===== config.mk =====
export PLATFORM = sky130hd
export DESIGN_NAME = osd_console
export DESIGN_NICKNAME = d
export VERILOG_FILES = /design/src/rtl/osd_pkg.sv /design/src/rtl/osd_ram_arb.sv /design/src/rtl/osd_console.sv
export SDC_FILE = /design/constraint.sdc
export NUM_CORES = 1
export LEC_CHECK = 0
export ABC_AREA = 1
export BUFFER_PORTS_ARGS = -buffer_cell sky130_fd_sc_hd__buf_4
export CORE_ASPECT_RATIO = 1.1
export CORE_MARGIN = 3
export CORE_UTILIZATION = 51
export DETAILED_ROUTE_END_ITERATION = 10
export PLACE_DENSITY_LB_ADDON = 0.2
export SLEW_MARGIN = 15
export SYNTH_ARGS = -nofsm -noshare
export SYNTH_HDL_FRONTEND = slang
export SYNTH_HIERARCHICAL = 1
export SYNTH_SLANG_ARGS = --single-unit

===== constraint.sdc =====
create_clock -name clk_pixel -period 1.5 [get_ports clk_pixel]
set_clock_uncertainty 0.05 [all_clocks]
set_input_delay 0.15 -clock clk_pixel [delete_from_list [all_inputs] [get_ports clk_pixel]]
set_output_delay 0.15 -clock clk_pixel [all_outputs]
set_load 0.01 [all_outputs]

===== src/rtl/osd_pkg.sv =====
// Shared definitions for the on-screen-display text console.
// Holds default geometry, control codes, FSM encoding and byte classification.
package osd_pkg;

    localparam int C_CHARS_X = 64;
    localparam int C_CHARS_Y = 24;
    localparam int ADDR_W    = 11;
    localparam int N_CELLS   = C_CHARS_X * C_CHARS_Y;

    localparam logic [7:0] CH_BS    = 8'h08;
    localparam logic [7:0] CH_LF    = 8'h0A;
    localparam logic [7:0] CH_FF    = 8'h0C;
    localparam logic [7:0] CH_CR    = 8'h0D;
    localparam logic [7:0] CH_SPACE = 8'h20;
    localparam logic [7:0] CH_DEL   = 8'h7F;

    localparam logic [2:0] S_IDLE        = 3'd0;
    localparam logic [2:0] S_PUT         = 3'd1;
    localparam logic [2:0] S_CLEAR       = 3'd2;
    localparam logic [2:0] S_SCROLL_RD   = 3'd3;
    localparam logic [2:0] S_SCROLL_WR   = 3'd4;
    localparam logic [2:0] S_SCROLL_FILL = 3'd5;

    typedef enum logic [2:0] {
        K_PRINT,
        K_CR,
        K_LF,
        K_BS,
        K_FF,
        K_NOP
    } ch_kind_e;

    function automatic int osd_cells(input int cx, input int cy);
        return cx * cy;
    endfunction

    function automatic ch_kind_e osd_kind(input logic [7:0] b);
        ch_kind_e k;
        unique case (1'b1)
            (b == CH_CR):                    k = K_CR;
            (b == CH_LF):                    k = K_LF;
            (b == CH_BS):                    k = K_BS;
            (b == CH_FF):                    k = K_FF;
            (b >= CH_SPACE && b != CH_DEL):  k = K_PRINT;
            default:                         k = K_NOP;
        endcase
        return k;
    endfunction

endpackage


===== src/rtl/osd_ram_arb.sv =====
// Single-port tile RAM mux: the host write path always wins,
// the console FSM only gets the port on cycles the host leaves free.
module osd_ram_arb
    import osd_pkg::*;
#(
    parameter int DW = 9
)(
    input  logic              en,
    input  logic              host_wr,
    input  logic [ADDR_W-1:0] host_addr,
    input  logic [DW-1:0]     host_data,
    input  logic              fsm_we,
    input  logic              fsm_re,
    input  logic [ADDR_W-1:0] fsm_addr,
    input  logic [DW-1:0]     fsm_wdata,
    output logic              ram_we,
    output logic              ram_re,
    output logic [ADDR_W-1:0] ram_addr,
    output logic [DW-1:0]     ram_wdata,
    output logic              fsm_gnt
);

    always_comb begin
        ram_we    = 1'b0;
        ram_re    = 1'b0;
        ram_addr  = '0;
        ram_wdata = '0;
        fsm_gnt   = 1'b0;
        if (en) begin
            if (host_wr) begin
                ram_we    = 1'b1;
                ram_addr  = host_addr;
                ram_wdata = host_data;
            end else begin
                ram_we    = fsm_we;
                ram_re    = fsm_re & ~fsm_we;
                ram_addr  = fsm_addr;
                ram_wdata = fsm_wdata;
                fsm_gnt   = 1'b1;
            end
        end
    end

endmodule


===== src/rtl/osd_console.sv =====
// Character-stream text console writing into a shared tile RAM.
// Handles printable bytes, CR/LF/BS/FF, screen clear and hardware scroll.
module osd_console
    import osd_pkg::*;
#(
    parameter int c_chars_x = C_CHARS_X,
    parameter int c_chars_y = C_CHARS_Y,
    parameter int c_inverse = 1
)(
    input  logic                 clk_pixel,
    input  logic                 rst_n,
    input  logic                 i_ch_valid,
    input  logic [7:0]           i_ch_data,
    output logic                 o_ch_ready,
    input  logic                 i_inv,
    input  logic                 i_host_wr,
    input  logic [ADDR_W-1:0]    i_host_addr,
    input  logic [7+c_inverse:0] i_host_data,
    output logic                 o_ram_we,
    output logic                 o_ram_re,
    output logic [ADDR_W-1:0]    o_ram_addr,
    output logic [7+c_inverse:0] o_ram_wdata,
    input  logic [7+c_inverse:0] i_ram_rdata,
    output logic [5:0]           o_cursor_x,
    output logic [4:0]           o_cursor_y,
    output logic                 o_busy
);

    localparam int DW = 8 + c_inverse;
    localparam int N  = osd_cells(c_chars_x, c_chars_y);

    localparam logic [ADDR_W-1:0] A_LAST  = ADDR_W'(N - 1);
    localparam logic [ADDR_W-1:0] A_ROW1  = ADDR_W'(c_chars_x);
    localparam logic [ADDR_W-1:0] A_FILL  = ADDR_W'(N - c_chars_x);
    localparam logic [ADDR_W-1:0] A_COLS  = ADDR_W'(c_chars_x);
    localparam logic [5:0]        X_LAST  = 6'(c_chars_x - 1);
    localparam logic [4:0]        Y_LAST  = 5'(c_chars_y - 1);
    localparam logic [DW-1:0]     W_SPACE = DW'(CH_SPACE);

    logic [2:0]        state;
    logic [ADDR_W-1:0] cnt;
    logic [5:0]        cur_x;
    logic [4:0]        cur_y;
    logic [7:0]        put_byte;
    logic              put_inv;
    logic              rd_pend;
    logic [DW-1:0]     hold;

    logic              fsm_we;
    logic              fsm_re;
    logic              fsm_gnt;
    logic [ADDR_W-1:0] fsm_addr;
    logic [DW-1:0]     fsm_wdata;
    logic [DW-1:0]     put_word;
    logic [ADDR_W-1:0] cur_addr;
    logic              accept;
    ch_kind_e          kind;

    assign o_ch_ready = rst_n & (state == S_IDLE) & ~i_host_wr;
    assign accept     = i_ch_valid & o_ch_ready;
    assign kind       = osd_kind(i_ch_data);
    assign o_busy     = (state != S_IDLE);
    assign o_cursor_x = cur_x;
    assign o_cursor_y = cur_y;
    assign cur_addr   = ADDR_W'(cur_y) * A_COLS + ADDR_W'(cur_x);

    always_comb begin
        put_word = DW'(put_byte);
        if (c_inverse != 0) put_word[DW-1] = put_inv;
    end

    // Read data arrives a cycle after the granted read; until it has been
    // captured the write must take it straight from the RAM bus.
    always_comb begin
        fsm_we    = 1'b0;
        fsm_re    = 1'b0;
        fsm_addr  = '0;
        fsm_wdata = '0;
        unique case (state)
            S_PUT: begin
                fsm_we    = 1'b1;
                fsm_addr  = cur_addr;
                fsm_wdata = put_word;
            end
            S_CLEAR, S_SCROLL_FILL: begin
                fsm_we    = 1'b1;
                fsm_addr  = cnt;
                fsm_wdata = W_SPACE;
            end
            S_SCROLL_RD: begin
                fsm_re   = 1'b1;
                fsm_addr = cnt;
            end
            S_SCROLL_WR: begin
                fsm_we    = 1'b1;
                fsm_addr  = cnt - A_ROW1;
                fsm_wdata = rd_pend ? i_ram_rdata : hold;
            end
            default: ;
        endcase
    end

    always_ff @(posedge clk_pixel or negedge rst_n) begin
        if (!rst_n) begin
            state    <= S_IDLE;
            cnt      <= '0;
            cur_x    <= '0;
            cur_y    <= '0;
            put_byte <= '0;
            put_inv  <= 1'b0;
            rd_pend  <= 1'b0;
            hold     <= '0;
        end else begin
            rd_pend <= (state == S_SCROLL_RD) & fsm_gnt;
            if (rd_pend) hold <= i_ram_rdata;
            if (fsm_gnt) begin
                unique case (state)
                    S_IDLE: begin
                        if (accept) begin
                            unique case (kind)
                                K_PRINT: begin
                                    put_byte <= i_ch_data;
                                    put_inv  <= i_inv;
                                    state    <= S_PUT;
                                end
                                K_CR: cur_x <= '0;
                                K_LF: begin
                                    if (cur_y == Y_LAST) begin
                                        cnt   <= A_ROW1;
                                        state <= S_SCROLL_RD;
                                    end else begin
                                        cur_y <= cur_y + 5'd1;
                                    end
                                end
                                K_BS: begin
                                    if (cur_x != '0) cur_x <= cur_x - 6'd1;
                                end
                                K_FF: begin
                                    cnt   <= '0;
                                    cur_x <= '0;
                                    cur_y <= '0;
                                    state <= S_CLEAR;
                                end
                                default: ;
                            endcase
                        end
                    end
                    S_PUT: begin
                        if (cur_x == X_LAST) begin
                            cur_x <= '0;
                            if (cur_y == Y_LAST) begin
                                cnt   <= A_ROW1;
                                state <= S_SCROLL_RD;
                            end else begin
                                cur_y <= cur_y + 5'd1;
                                state <= S_IDLE;
                            end
                        end else begin
                            cur_x <= cur_x + 6'd1;
                            state <= S_IDLE;
                        end
                    end
                    S_CLEAR, S_SCROLL_FILL: begin
                        if (cnt == A_LAST) begin
                            cnt   <= '0;
                            state <= S_IDLE;
                        end else begin
                            cnt <= cnt + 1'b1;
                        end
                    end
                    S_SCROLL_RD: state <= S_SCROLL_WR;
                    S_SCROLL_WR: begin
                        if (cnt == A_LAST) begin
                            cnt   <= A_FILL;
                            state <= S_SCROLL_FILL;
                        end else begin
                            cnt   <= cnt + 1'b1;
                            state <= S_SCROLL_RD;
                        end
                    end
                    default: state <= S_IDLE;
                endcase
            end
        end
    end

    osd_ram_arb #(
        .DW (DW)
    ) u_arb (
        .en        (rst_n),
        .host_wr   (i_host_wr),
        .host_addr (i_host_addr),
        .host_data (i_host_data),
        .fsm_we    (fsm_we),
        .fsm_re    (fsm_re),
        .fsm_addr  (fsm_addr),
        .fsm_wdata (fsm_wdata),
        .ram_we    (o_ram_we),
        .ram_re    (o_ram_re),
        .ram_addr  (o_ram_addr),
        .ram_wdata (o_ram_wdata),
        .fsm_gnt   (fsm_gnt)
    );

endmodule


==> results.md, run 1 <==
- Measured along the x axis, the die boundary spans roughly 90 um.
- The number of antenna violations at the first check in global routing is 0.
- Synthesis inferred 44 register bits.
- Averaged over all synthesized cells, the footprint is ~6.2 sq um.
- The most common cell after layout, fill and taps aside is sky130_fd_sc_hd__nand2_1.
- By area the synthesized netlist is led by sky130_fd_sc_hd__dfrtp_1, sky130_fd_sc_hd__nand2_1, sky130_fd_sc_hd__nor2_1.
- In the routed design, unresolved DRC markers number 0.
- The part of the Yosys area used for sequential elements is 29.4%.
- Clock-pin slew was measured on the worst setup and hold paths at approximately 100 ps.
- The total nets after synthesis is around 650.
- Across all setup checks in the final design, the least slack found is -565 ps.
- Leaving out fill and tap cells, the most frequent cells in the layout are sky130_fd_sc_hd__nand2_1, sky130_fd_sc_hd__buf_4, sky130_fd_sc_hd__nor2_1.
- The total area inside the core boundary comes to just over 7000 sq um.
- The share of the clock period used by the worst path after layout is 138%.
- The number of global-route vias before repair is approximately 4300.
- The number of nets in the final layout is just over 800.
- The aggregate global-route resource usage is 30.1%.
- The number of pins exceeding their max-slew limit in the final report was 0.
- Once detail routing completed, the nets flagged for antenna violations numbered 0.
- The run finished, with violations left.
- The worst register-to-register path ends at o_cursor_y[2]$_DFFE_PN0P_.
- The startpoint-to-endpoint class of the critical path is register to output port.
- The number of port buffers is 76.
- The number of warnings reported in the yosys synthesis log is 6.
- Setup repair after global routing could not meet its margin everywhere.
- Entering global routing, the biggest net connects 65 pins.
- The checks that failed: hold timing, setup timing.
- The switching power share of the total is 42.5%.
- The die is between 90 and 100 um tall.
- The data arrival at the endpoint of the critical path is roughly 1900 ps.
- In this run the cell area of the synthesized design comes to 3740 sq um.
- The startpoint identified for the worst register-to-register timing path is state[2]$_DFFE_PN0P_.
- The die outline area is between 8000 and 9000 sq um.
- The internal portion of the total power is approximately 3.6 mW.
- The type of the worst min-delay path is primary input to asynchronous set/reset pin.
- The number of filler instances in the final layout is 498.
- The final global-route overflow total is 0.
- The cell depth of the worst flop-to-flop path is 10.
- The final critical path time including I/O delays and setup is between 2000 and 2500 ps.
- The clock drives 44 sinks.
- The maximum root-to-sink buffer count is 2.
- The netlist uses 38 different library cells.
- Detailed placement finished with a half-perimeter wire length of about 8900 um.
- For this configuration, the core starts out at a cell density of 52.8%.
- The nature of the critical path startpoint is a register.
- The fraction of post-synthesis cell area in the top cell type by area is between 20% and 30%.
- The net switching power is around 2.7 mW.
- The total power per unit cell area is 1130 nW/um^2.
- The detailed router placed 4716 vias in this run.
- The pin slew with the least headroom to its limit is 565 ps.
- At the end of routability-driven placement, the weighted congestion stood at 0.974.
- In this run, the combinational gates consume between 50% and 60% of the power.
- After the first detailed-routing iteration, the DRC count stood at ~460.
- The repair_antennas step left the layout with diodes totalling 0.
- Setup slack on the worst reg-to-reg path comes out at -500 ps.
- The share of post-route cells with drive strength above 1 is between 30% and 40%.
- The CTS tree is done.
- The cell at the root of the clock tree is sky130_fd_sc_hd__clkbuf_8.
- The biggest fanout along the worst timing path is 7.
- Registers are responsible for a little over a quarter of the overall power.
- The worst-case IR drop observed on VDD is about 0.0011 V.
- The final number of hold-violating endpoints is 44.
- Max-cap violations in this run came to 0.
- The worst slack on hold paths is -189 ps.
- The final routed wire length divided by cell count is ~16 um.
- The highest clock frequency the design can meet is about 480 MHz.
- The aggregate routed wire length is approximately 14000 um.
- Per report_power, the clock group accounts for 15.7% of the total.
- The cell type contributing the most total cell area after synthesis is sky130_fd_sc_hd__dfrtp_1.
- The first-pass GRT wire length is ~20000 um.
- Setup violations remaining at the end of the flow were counted as 58.
- The kind of capture point of the worst setup path is an output port.
- The data required time of the critical path is about 1300 ps.
- TritonCTS created 5 clock buffers.
- The first-pass iteration count of the detailed router is 6.
- The count of pins on the block boundary is 77.
- The setup TNS after final layout is -25910 ps.
- The worst pin sits at a relative slew slack of between 60% and 70%.
- The number of vias per cell is between 5 and 6.
- The area overhead of the layout relative to synthesis is 49.3%.
- The total leakage power is 2.96 nW.
- The CTS H-tree depth is 2.
- The number of instances in the synthesized netlist is 599.
- The initialized floorplan defines 32 standard-cell rows.
- The latest clock arrival within the worst-skew pair is a little over 300 ps.
-- cell usage after synthesis (all sizes together) --
cell and n:
o21ai 36, a22o 8, nand3b 2, clkinv 1
buf 15, a21o 1, nand4 11, xnor2 1
o211ai 3, xor2 9, ha 7, o221ai 4
nor3 5, o22ai 3, nor2 92, inv 73
dfrtp 44, a221o 1, clkbuf 5, nand3 43
a21oi 9, nand2 226
-- what timing repair did --
action	4_1_cts	5_1_grt
gates resized for setup	41	46
buffers inserted	14	9
setup endpoints to repair	58	58
pin swaps	23	44
gates cloned	1	0
hold endpoints to repair	44	44
-- power groups by stage --
| stage | clock (mW) | sequential [mW] | combinational, mW |
|---|---|---|---|
| after CTS | 0.987 | 1.62 | 3.33 |
| after floorplan | 0 | 1.70 | 1.54 |
| after global routing | 1.05 | 1.70 | 3.91 |
| final | 0.994 | 1.68 | 3.65 |
| after global placement | 0 | 1.62 | 2.91 |
| after detailed placement | 0 | 1.64 | 2.99 |
-- sequential cells by signal, summed over array words and instances, names as in the netlist --
name	count
cnt	11
hold	9
put_byte	8
o_cursor_x	6
o_cursor_y	5
state	3
put_inv	1
rd_pend	1
-- stage by stage --
step	cell area (sq um)	util (%)	total power, mW	cells	worst slack [ps]
final	5590	78.8	6.32	856	-565
after global routing	5590	78.8	6.66	856	-594
after CTS	5370	75.8	5.94	847	-463
after detailed placement	5000	70.5	4.63	824	-216
after global placement	5000	70.5	4.52	824	-165
after floorplan	3800	-	3.24	599	-179
-- how the worst max path moves through the flow --
stage | startpoint | to | cells past startpoint
3_5_place_dp | state[1]$_DFFE_PN0P_ | o_ram_addr[10] | 10
3_3_place_gp | state[2]$_DFFE_PN0P_ | o_ram_addr[8] | 10
5_1_grt | state[2]$_DFFE_PN0P_ | o_ram_addr[1] | 8
4_1_cts | state[0]$_DFFE_PN0P_ | o_ram_addr[8] | 10
2_1_floorplan | o_cursor_y[1]$_DFFE_PN0P_ | state[0]$_DFFE_PN0P_ | 9
6_report | state[2]$_DFFE_PN0P_ | o_ram_addr[3] | 8
-- worst max-delay path, stage by stage, from the launching register on --
cell,delay [ps]
sky130_fd_sc_hd__dfrtp_2,480
sky130_fd_sc_hd__buf_4,180
sky130_fd_sc_hd__nor2_4,180
sky130_fd_sc_hd__nor2_4,90
sky130_fd_sc_hd__nor2_2,210
sky130_fd_sc_hd__o22ai_2,90
sky130_fd_sc_hd__nor2_1,140
sky130_fd_sc_hd__nor2_1,60
sky130_fd_sc_hd__buf_4,140
-- per-layer routing --
layer | vias up | GRT usage [%] | wire (um)
met4 | 0 | 11.4 | 469
met5 | - | 0 | 0
met3 | 61 | 5.39 | 1190
met1 | 2168 | 36.8 | 5350
li1 | 2227 | - | -
met2 | 260 | 52.3 | 6760
-- final cells by class --
class / instances / area (sq um) / share of cell area, %
clock buffers: 5 / 68.8 / 1.23
clock inverters: 3 / 46.3 / 0.828
inverters: 74 / 295 / 5.28
multi-input cells: 462 / 2480 / 44.4
flip-flops and latches: 44 / 1110 / 19.8
well taps: 85 / 106 / 1.90
repair buffers: 183 / 1480 / 26.5
-- kinds of logic (layout without fill, tap and decap cells) --
family / count (synthesis) / after routing / share of synthesized area [%]
simple gates: 379 / 380 / 43.7
buf+inv: 94 / 265 / 11.8
compound gates: 65 / 65 / 10.4
flops: 44 / 44 / 29.4
xor+xnor: 10 / 10 / 2.34
fa+ha+maj: 7 / 7 / 2.34
No activity file was read; power rests on OpenSTA's default activity.
==> run 2: changes to the inputs <==
Settings changed: CORE_MARGIN 3 to 2.
==> results.md, run 2 (synthesis results as in run 1) <==
- The total leakage power is 2.98 nW (was 2.96 nW).
- The post-route antenna net violation count is 0 (unchanged).
- The type of the worst min-delay path was primary input to asynchronous set/reset pin (unchanged).
- The final global-route overflow total is 0 (unchanged).
- Failing checks: hold timing, setup timing (unchanged).
- The number of vias per cell is 5.84 (was 5.51).
- The CTS H-tree depth is 2 (unchanged).
- Status: complete, but fails checks (unchanged).
- The via total after detailed routing is 4997 (was 4716).
- The worst setup slack after placement is -241 ps (was -216 ps).
- The setup TNS after final layout is -26780 ps (was -25910 ps).
- Unrepaired setup endpoints after global routing: yes (unchanged).
- The highest cell delay on the worst timing path was 420 ps (was 480 ps).
- The number of buffers inserted during clock tree synthesis is 5 (unchanged).
- The final critical path time including I/O delays and setup is 2240 ps (was 2070 ps).
- The maximum number of pins on one net before global-route repair is 65 (unchanged).
- The number of buffers and inverters on the critical path is 2 (unchanged).
- The register clock-pin slew on the reported worst setup and hold paths is 100 ps (about the same).
- The number of filler instances in the final layout was 445 (was 498).
- The maximum root-to-sink buffer count is 2 (unchanged).
- The non-filler instance count after layout was 855 (was 856).
- The share of total power in the clock network was 16.0% (was 15.7%).
- The number of nets in the final layout is 818 (was 819).
- Commonest non-fill, non-tap cells in the layout: sky130_fd_sc_hd__nand2_1, sky130_fd_sc_hd__buf_4, sky130_fd_sc_hd__nor2_1 (unchanged).
- The number of port buffers came to 76 (unchanged).
- The number of pins exceeding their max-slew limit in the final report is 0 (unchanged).
- The first-pass iteration count of the detailed router came to 8 (was 6).
- The share of total power in combinational logic is 57.6% (was 57.8%).
- The number of remaining DRC errors is 0 (unchanged).
- The met1 track demand over resource in global routing was 40.5% (was 36.8%).
- The most common cell after layout, fill and taps aside is sky130_fd_sc_hd__nand2_1 (unchanged).
- The final weighted congestion in routability-driven placement came to 0.953 (was 0.974).
- The sequential share of power came to 26.4% (was 26.5%).
- The cell at the root of the clock tree is sky130_fd_sc_hd__clkbuf_8 (unchanged).
- The final routed wire length divided by cell count came to 17.8 um (was 16.1 um).
- The number of flip-flops in the largest register is 11 (unchanged).
- The CTS tree is done (unchanged).
- The largest register by flop count is cnt (unchanged).
- The footprint of the multi-input gates is 2510 sq um (was 2480 sq um).
- The data required time of the critical path is 1300 ps (about the same).
- The worst-case setup margin in the final layout is -743 ps (was -565 ps).
- The headroom to the max-slew limit is 69.0% (was 62.3%).
- Critical path cell sequence: inv_1, ha_1, nand2_1, o21ai_0, nand3_1, o221ai_2, nor2_1, nor2_2, buf_4 (was buf_4, nor2_4, nor2_4, nor2_2, o22ai_2, nor2_1, nor2_1, buf_4).
- The worst slack on hold paths is -178 ps (was -189 ps).
- The number of global-route vias before repair is 4459 (was 4265).
- The final design area excluding fillers is 5620 sq um (was 5590 sq um).
- The met3 track demand over resource was 5.18% (was 5.39%).
- The final HPWL from detailed placement was 8740 um (was 8860 um).
- The aggregate global-route resource usage was 33.1% (was 30.1%).
- The number of rows in the core area was 32 (unchanged).
- The die extent in x is 85.7 um (was 87.7 um).
- The nature of the critical path startpoint was a register (unchanged).
- The number of clock sinks is 44 (unchanged).
- The final number of hold-violating endpoints is 44 (unchanged).
- The area overhead of the layout relative to synthesis is 50.2% (was 49.3%).
- The met2 usage in global routing is 58.7% (was 52.3%).
- The total core area is 7050 sq um (was 7090 sq um).
- The top cell family by delay on the critical path is simple AND/OR/NAND/NOR gates (unchanged).
- The final setup violation count was 58 (unchanged).
- The latest clock arrival within the worst-skew pair is 320 ps (was 310 ps).
- The cell area reported after detailed placement is 4980 sq um (was 5000 sq um).
- The die boundary height is 93.9 um (was 95.9 um).
- The DRC violation total after the first TritonRoute iteration is 631 (was 462).
- The total power per unit cell area is 1140 nW/um^2 (was 1130 nW/um^2).
- The share of the clock period used by the worst path after layout was 150% (was 138%).
- The data arrival at the endpoint of the critical path is 2040 ps (was 1870 ps).
- Registers with the most flip-flops: cnt (11), hold (9), put_byte (8) (unchanged).
- The register area is 1110 sq um (unchanged).
- The pin slew with the least headroom to its limit came to 464 ps (was 565 ps).
- The highest clock frequency the design can meet was 446 MHz (was 484 MHz).
- The internal cell power is 3.60 mW (was 3.63 mW).
- The aggregate routed wire length was 15200 um (was 13800 um).
- The first-pass GRT wire length came to 21100 um (was 19900 um).
- The kind of capture point of the worst setup path was an output port (unchanged).
- The cell with the largest stage delay on the worst path is sky130_fd_sc_hd__dfrtp_1 (was sky130_fd_sc_hd__dfrtp_2).
- The startpoint-to-endpoint class of the critical path is register to output port (unchanged).
- The die outline area came to 8040 sq um (was 8410 sq um).
- The max-capacitance violation count came to 0 (unchanged).
- The biggest fanout along the worst timing path is 3 (was 7).
- The net switching power is 2.81 mW (was 2.69 mW).
- The worst vdd rail ir drop is 0.00114 V (was 0.00106 V).
- The busiest layer in global routing is met2 (unchanged).
- The switching power share of the total is 43.8% (was 42.5%).
- The count of inserted antenna diode cells is 0 (unchanged).
- The share of post-route cells with drive strength above 1 is 36.8% (was 36.6%).
- The placed instance count was 825 (was 824).
- The count of pins on the block boundary is 77 (unchanged).
- The number of antenna violations at the first check in global routing is 0 (unchanged).
- The initial core utilization is 53.1% (was 52.8%).
## run 2: cell types whose count changed in the layout (fill, tap and decap cells not counted), moves of 3 or more
cell                      change
sky130_fd_sc_hd__buf_4        -6
sky130_fd_sc_hd__buf_6        +6
sky130_fd_sc_hd__o21ai_2      +6
sky130_fd_sc_hd__o21ai_1      -5
sky130_fd_sc_hd__inv_2        -3
sky130_fd_sc_hd__nand3_2      -3
## run 2: final cells by class
class                           count  share of cell area [%]
Clock inverter                      3                   0.823
Tap cell                           85                    1.89
Timing Repair Buffer              181                    26.0
Sequential cell                    44                    19.7
Clock buffer                        5                    1.22
Inverter                           74                    5.38
Timing Repair inverter              1                   0.200
Multi-Input combinational cell    462                    44.7
## run 2: repair_timing
action,4_1_cts,5_1_grt
endpoints found under the hold margin,44,44
setup buffers,11,10
gates cloned,2,0
resized for setup,52,51
pin swaps,18,28
setup endpoints to repair,58,58
## run 2: final timing paths
| check | slack [ps] | depth (start not counted) | endpoint | startpoint |
|---|---|---|---|---|
| max in group asynchronous | 1310 | 2 | o_cursor_y[0]$_DFFE_PN0P_ | rst_n |
| hold reg to reg | 440 | 2 | hold[3]$_DFF_PN0_ | hold[3]$_DFF_PN0_ |
| hold / removal | -180 | 2 | hold[6]$_DFF_PN0_ | rst_n |
| setup / recovery | -740 | 9 | o_ram_addr[10] | cnt[7]$_DFFE_PN0P_ |
| min in group clk_pixel | 0 | 3 | hold[2]$_DFF_PN0_ | i_ram_rdata[2] |
| setup reg to reg | -470 | 11 | put_byte[0]$_DFFE_PN0P_ | state[2]$_DFFE_PN0P_ |
## run 2: routing by layer
metal | share of wire [%] | up-vias
met5 | 0 | -
met3 | 11 | 121
met4 | 6.8 | 0
met1 | 36 | 2270
met2 | 46 | 375
li1 | - | 2231
## run 2: metrics by stage
step                util (%)  power (mW)
floorplan                  -        3.24
global placement        70.7        4.45
detailed placement      70.7        4.52
CTS                     76.1        5.84
global route            79.8        6.71
finish                  79.8        6.40
## run 2: power groups by stage
stage | clock (mW) | sequential (mW) | combinational, mW
floorplan | 0 | 1.70 | 1.54
global placement | 0 | 1.65 | 2.79
detailed placement | 0 | 1.66 | 2.86
CTS | 0.993 | 1.65 | 3.21
global route | 1.06 | 1.71 | 3.94
finish | 1.02 | 1.69 | 3.69
==> run 3: changes to the inputs <==
==> constraint.sdc (replaced) <==
create_clock -name clk_pixel -period 1.5 [get_ports clk_pixel]
set_clock_uncertainty 0.05 [all_clocks]
set_input_delay 0.3 -clock clk_pixel [delete_from_list [all_inputs] [get_ports clk_pixel]]
set_output_delay 0.3 -clock clk_pixel [all_outputs]
set_load 0.01 [all_outputs]
==> results.md, run 3 (synthesis results as in run 1) <==
- The headroom to the max-slew limit was 72.6% (was 69.0%).
- The worst-case setup margin in the final layout was -643 ps (was -743 ps).
- The highest cell delay on the worst timing path is 680 ps (was 420 ps).
- The final HPWL from detailed placement was 9280 um (was 8740 um).
- The register clock-pin slew on the reported worst setup and hold paths came to 90 ps (was 100 ps).
- The sequential share of power is 27.2% (was 26.4%).
- The total power per unit cell area was 1070 nW/um^2 (was 1140 nW/um^2).
- The aggregate global-route resource usage is 32.7% (was 33.1%).
- The kind of capture point of the worst setup path is an output port (unchanged).
- Commonest non-fill, non-tap cells in the layout: sky130_fd_sc_hd__nand2_1, sky130_fd_sc_hd__buf_4, sky130_fd_sc_hd__inv_1 (was sky130_fd_sc_hd__nand2_1, sky130_fd_sc_hd__buf_4, sky130_fd_sc_hd__nor2_1).
- The count of inserted antenna diode cells came to 0 (unchanged).
- The total core area was 7050 sq um (unchanged).
- The area overhead of the layout relative to synthesis was 54.2% (was 50.2%).
- The CTS tree is done (unchanged).
- The number of antenna violations at the first check in global routing is 0 (unchanged).
- The die boundary height is 93.9 um (unchanged).
- The final setup violation count is 58 (unchanged).
- The number of buffers and inverters on the critical path is 4 (was 2).
- The final critical path time including I/O delays and setup is 2140 ps (was 2240 ps).
- The number of pins exceeding their max-slew limit in the final report was 0 (unchanged).
- The count of pins on the block boundary came to 77 (unchanged).
- The max-capacitance violation count is 0 (unchanged).
- The number of rows in the core area is 32 (unchanged).
- The final number of hold-violating endpoints came to 0 (was 44).
- The number of global-route vias before repair came to 4471 (was 4459).
- The maximum root-to-sink buffer count is 2 (unchanged).
- The cell with the largest stage delay on the worst path is sky130_fd_sc_hd__dlygate4sd3_1 (was sky130_fd_sc_hd__dfrtp_1).
- The top cell family by delay on the critical path is buffers and inverters (was simple AND/OR/NAND/NOR gates).
- The internal cell power is 3.54 mW (was 3.60 mW).
- The nature of the critical path startpoint is a primary input (was register).
- The worst slack on hold paths is 4.50 ps (was -178 ps).
- The switching power share of the total is 42.6% (was 43.8%).
- The worst vdd rail ir drop was 0.00105 V (was 0.00114 V).
- The type of the worst min-delay path is primary input to asynchronous set/reset pin (unchanged).
- The maximum number of pins on one net before global-route repair is 43 (was 65).
- The net switching power is 2.63 mW (was 2.81 mW).
- The cell at the root of the clock tree is sky130_fd_sc_hd__clkbuf_8 (unchanged).
- The first-pass GRT wire length is 21000 um (was 21100 um).
- The number of clock sinks is 44 (unchanged).
- The first-pass iteration count of the detailed router came to 5 (was 8).
- The overall power of the completed layout is 6.17 mW (was 6.40 mW).
- The CTS H-tree depth came to 2 (unchanged).
- The die outline area is 8040 sq um (unchanged).
- The share of the clock period used by the worst path after layout is 143% (was 150%).
- The highest clock frequency the design can meet is 467 MHz (was 446 MHz).
- The most frequent cell on the critical path is sky130_fd_sc_hd__buf_4.
- The number of port buffers is 76 (unchanged).
- The data arrival at the endpoint of the critical path was 1790 ps (was 2040 ps).
- The share of total power in combinational logic is 57.2% (was 57.6%).
- The number of flip-flops in the largest register was 11 (unchanged).
- The die extent in x came to 85.7 um (unchanged).
- The final routed wire length divided by cell count came to 15.1 um (was 17.8 um).
- The worst setup slack after placement is -315 ps (was -241 ps).
- The aggregate routed wire length is 13200 um (was 15200 um).
- The final weighted congestion in routability-driven placement was 0.951 (was 0.953).
- Status: complete, but fails checks (unchanged).
- The data required time of the critical path came to 1150 ps (was 1300 ps).
- The via total after detailed routing was 4659 (was 4997).
- The final core utilization is 81.9% (was 79.8%).
- The share of total power in the clock network was 15.6% (was 16.0%).
- Registers with the most flip-flops: cnt (11), hold (9), put_byte (8) (unchanged).
- The number of vias per cell is 5.32 (was 5.84).
- The most common cell after layout, fill and taps aside is sky130_fd_sc_hd__nand2_1 (unchanged).
- The initial core utilization is 53.1% (unchanged).
- Critical path cell sequence: buf_4, dlygate4sd3_1, buf_4, nand2_1, nor2_2, buf_4 (was inv_1, ha_1, nand2_1, o21ai_0, nand3_1, o221ai_2, nor2_1, nor2_2, buf_4).
- The post-route antenna net violation count is 0 (unchanged).
- Unrepaired setup endpoints after global routing: yes (unchanged).
- The number of remaining DRC errors is 0 (unchanged).
- The largest register by flop count is cnt (unchanged).
- The number of buffers inserted during clock tree synthesis came to 5 (unchanged).
- The number of nets in the final layout is 839 (was 818).
- The number of filler instances in the final layout came to 511 (was 445).
- The final global-route overflow total was 0 (unchanged).
- The startpoint-to-endpoint class of the critical path is primary input to output port (was register to output port).
- The biggest fanout along the worst timing path is 13 (was 3).
- The share of post-route cells with drive strength above 1 is 40.3% (was 36.8%).
- The total leakage power is 3.06 nW (was 2.98 nW).
- The pin slew with the least headroom to its limit came to 411 ps (was 464 ps).
- The DRC violation total after the first TritonRoute iteration was 281 (was 631).
- The latest clock arrival within the worst-skew pair is 310 ps (was 320 ps).
- Failing checks: setup timing (was hold timing, setup timing).
[run 3: changes by cell type in the layout (fill, tap and decap cells not counted), sizes merged]
cell / change
clkinv: +3
buf: +21
dlygate4sd3: +1
clkinvlp: -1
inv: -3
[run 3: routing by layer]
| metal | wire length, um | part of all wire (%) | global-route usage, % |
|---|---|---|---|
| met1 | 5370 | 41 | 41.4 |
| met2 | 6600 | 50 | 58.9 |
| met3 | 826 | 6.3 | 3.69 |
| met4 | 410 | 3.1 | 8.60 |
| met5 | 0 | 0 | 0 |
[run 3: cell type report]
class / instances / area (sq um) / area share, %
Multi-Input combinational cell: 462 / 2530 / 43.8
Timing Repair Buffer: 203 / 1610 / 27.8
Sequential cell: 44 / 1110 / 19.2
Inverter: 74 / 307 / 5.31
Tap cell: 85 / 106 / 1.84
Clock buffer: 5 / 68.8 / 1.19
Clock inverter: 3 / 47.5 / 0.824
[run 3: final timing paths]
kind | from | endpoint | slack [ps] | cells after the start
worst min-delay path | rst_n | hold[5]$_DFF_PN0_ | 5 | 2
min in group clk_pixel | i_ram_rdata[5] | hold[5]$_DFF_PN0_ | 170 | 3
worst max register to register | state[2]$_DFFE_PN0P_ | o_cursor_y[4]$_DFFE_PN0P_ | -500 | 12
max in group asynchronous | rst_n | o_cursor_x[0]$_DFFE_PN0P_ | 570 | 3
worst max-delay path | rst_n | o_ram_wdata[0] | -640 | 6
worst min register to register | hold[5]$_DFF_PN0_ | hold[5]$_DFF_PN0_ | 430 | 2
[run 3: power groups by stage]
stage               Sequential [mW]  Clock (mW)  Combinational, mW
floorplan                      1.71           0               1.65
global placement               1.65           0               2.93
detailed placement             1.66           0               2.98
CTS                            1.64       0.973               3.36
global route                   1.71        1.02               3.80
finish                         1.68       0.963               3.53
[run 3: metrics by stage]
stage,setup TNS (ps),cell area [sq um],instances
6_report,-29240,5770,876
5_1_grt,-32870,5770,876
4_1_cts,-21250,5670,869
3_5_place_dp,-11070,5250,848
3_3_place_gp,-9110,5250,848
2_1_floorplan,-2270,3930,599
[run 3: what timing repair did]
action | in CTS | in global routing
resized for setup | 49 | 20
hold buffers | 1 | 0
gates cloned | 1 | 0
pin swaps | 15 | 21
setup endpoints to repair | 58 | 59
hold endpoints to repair | 14 | 0
setup buffers | 11 | 8
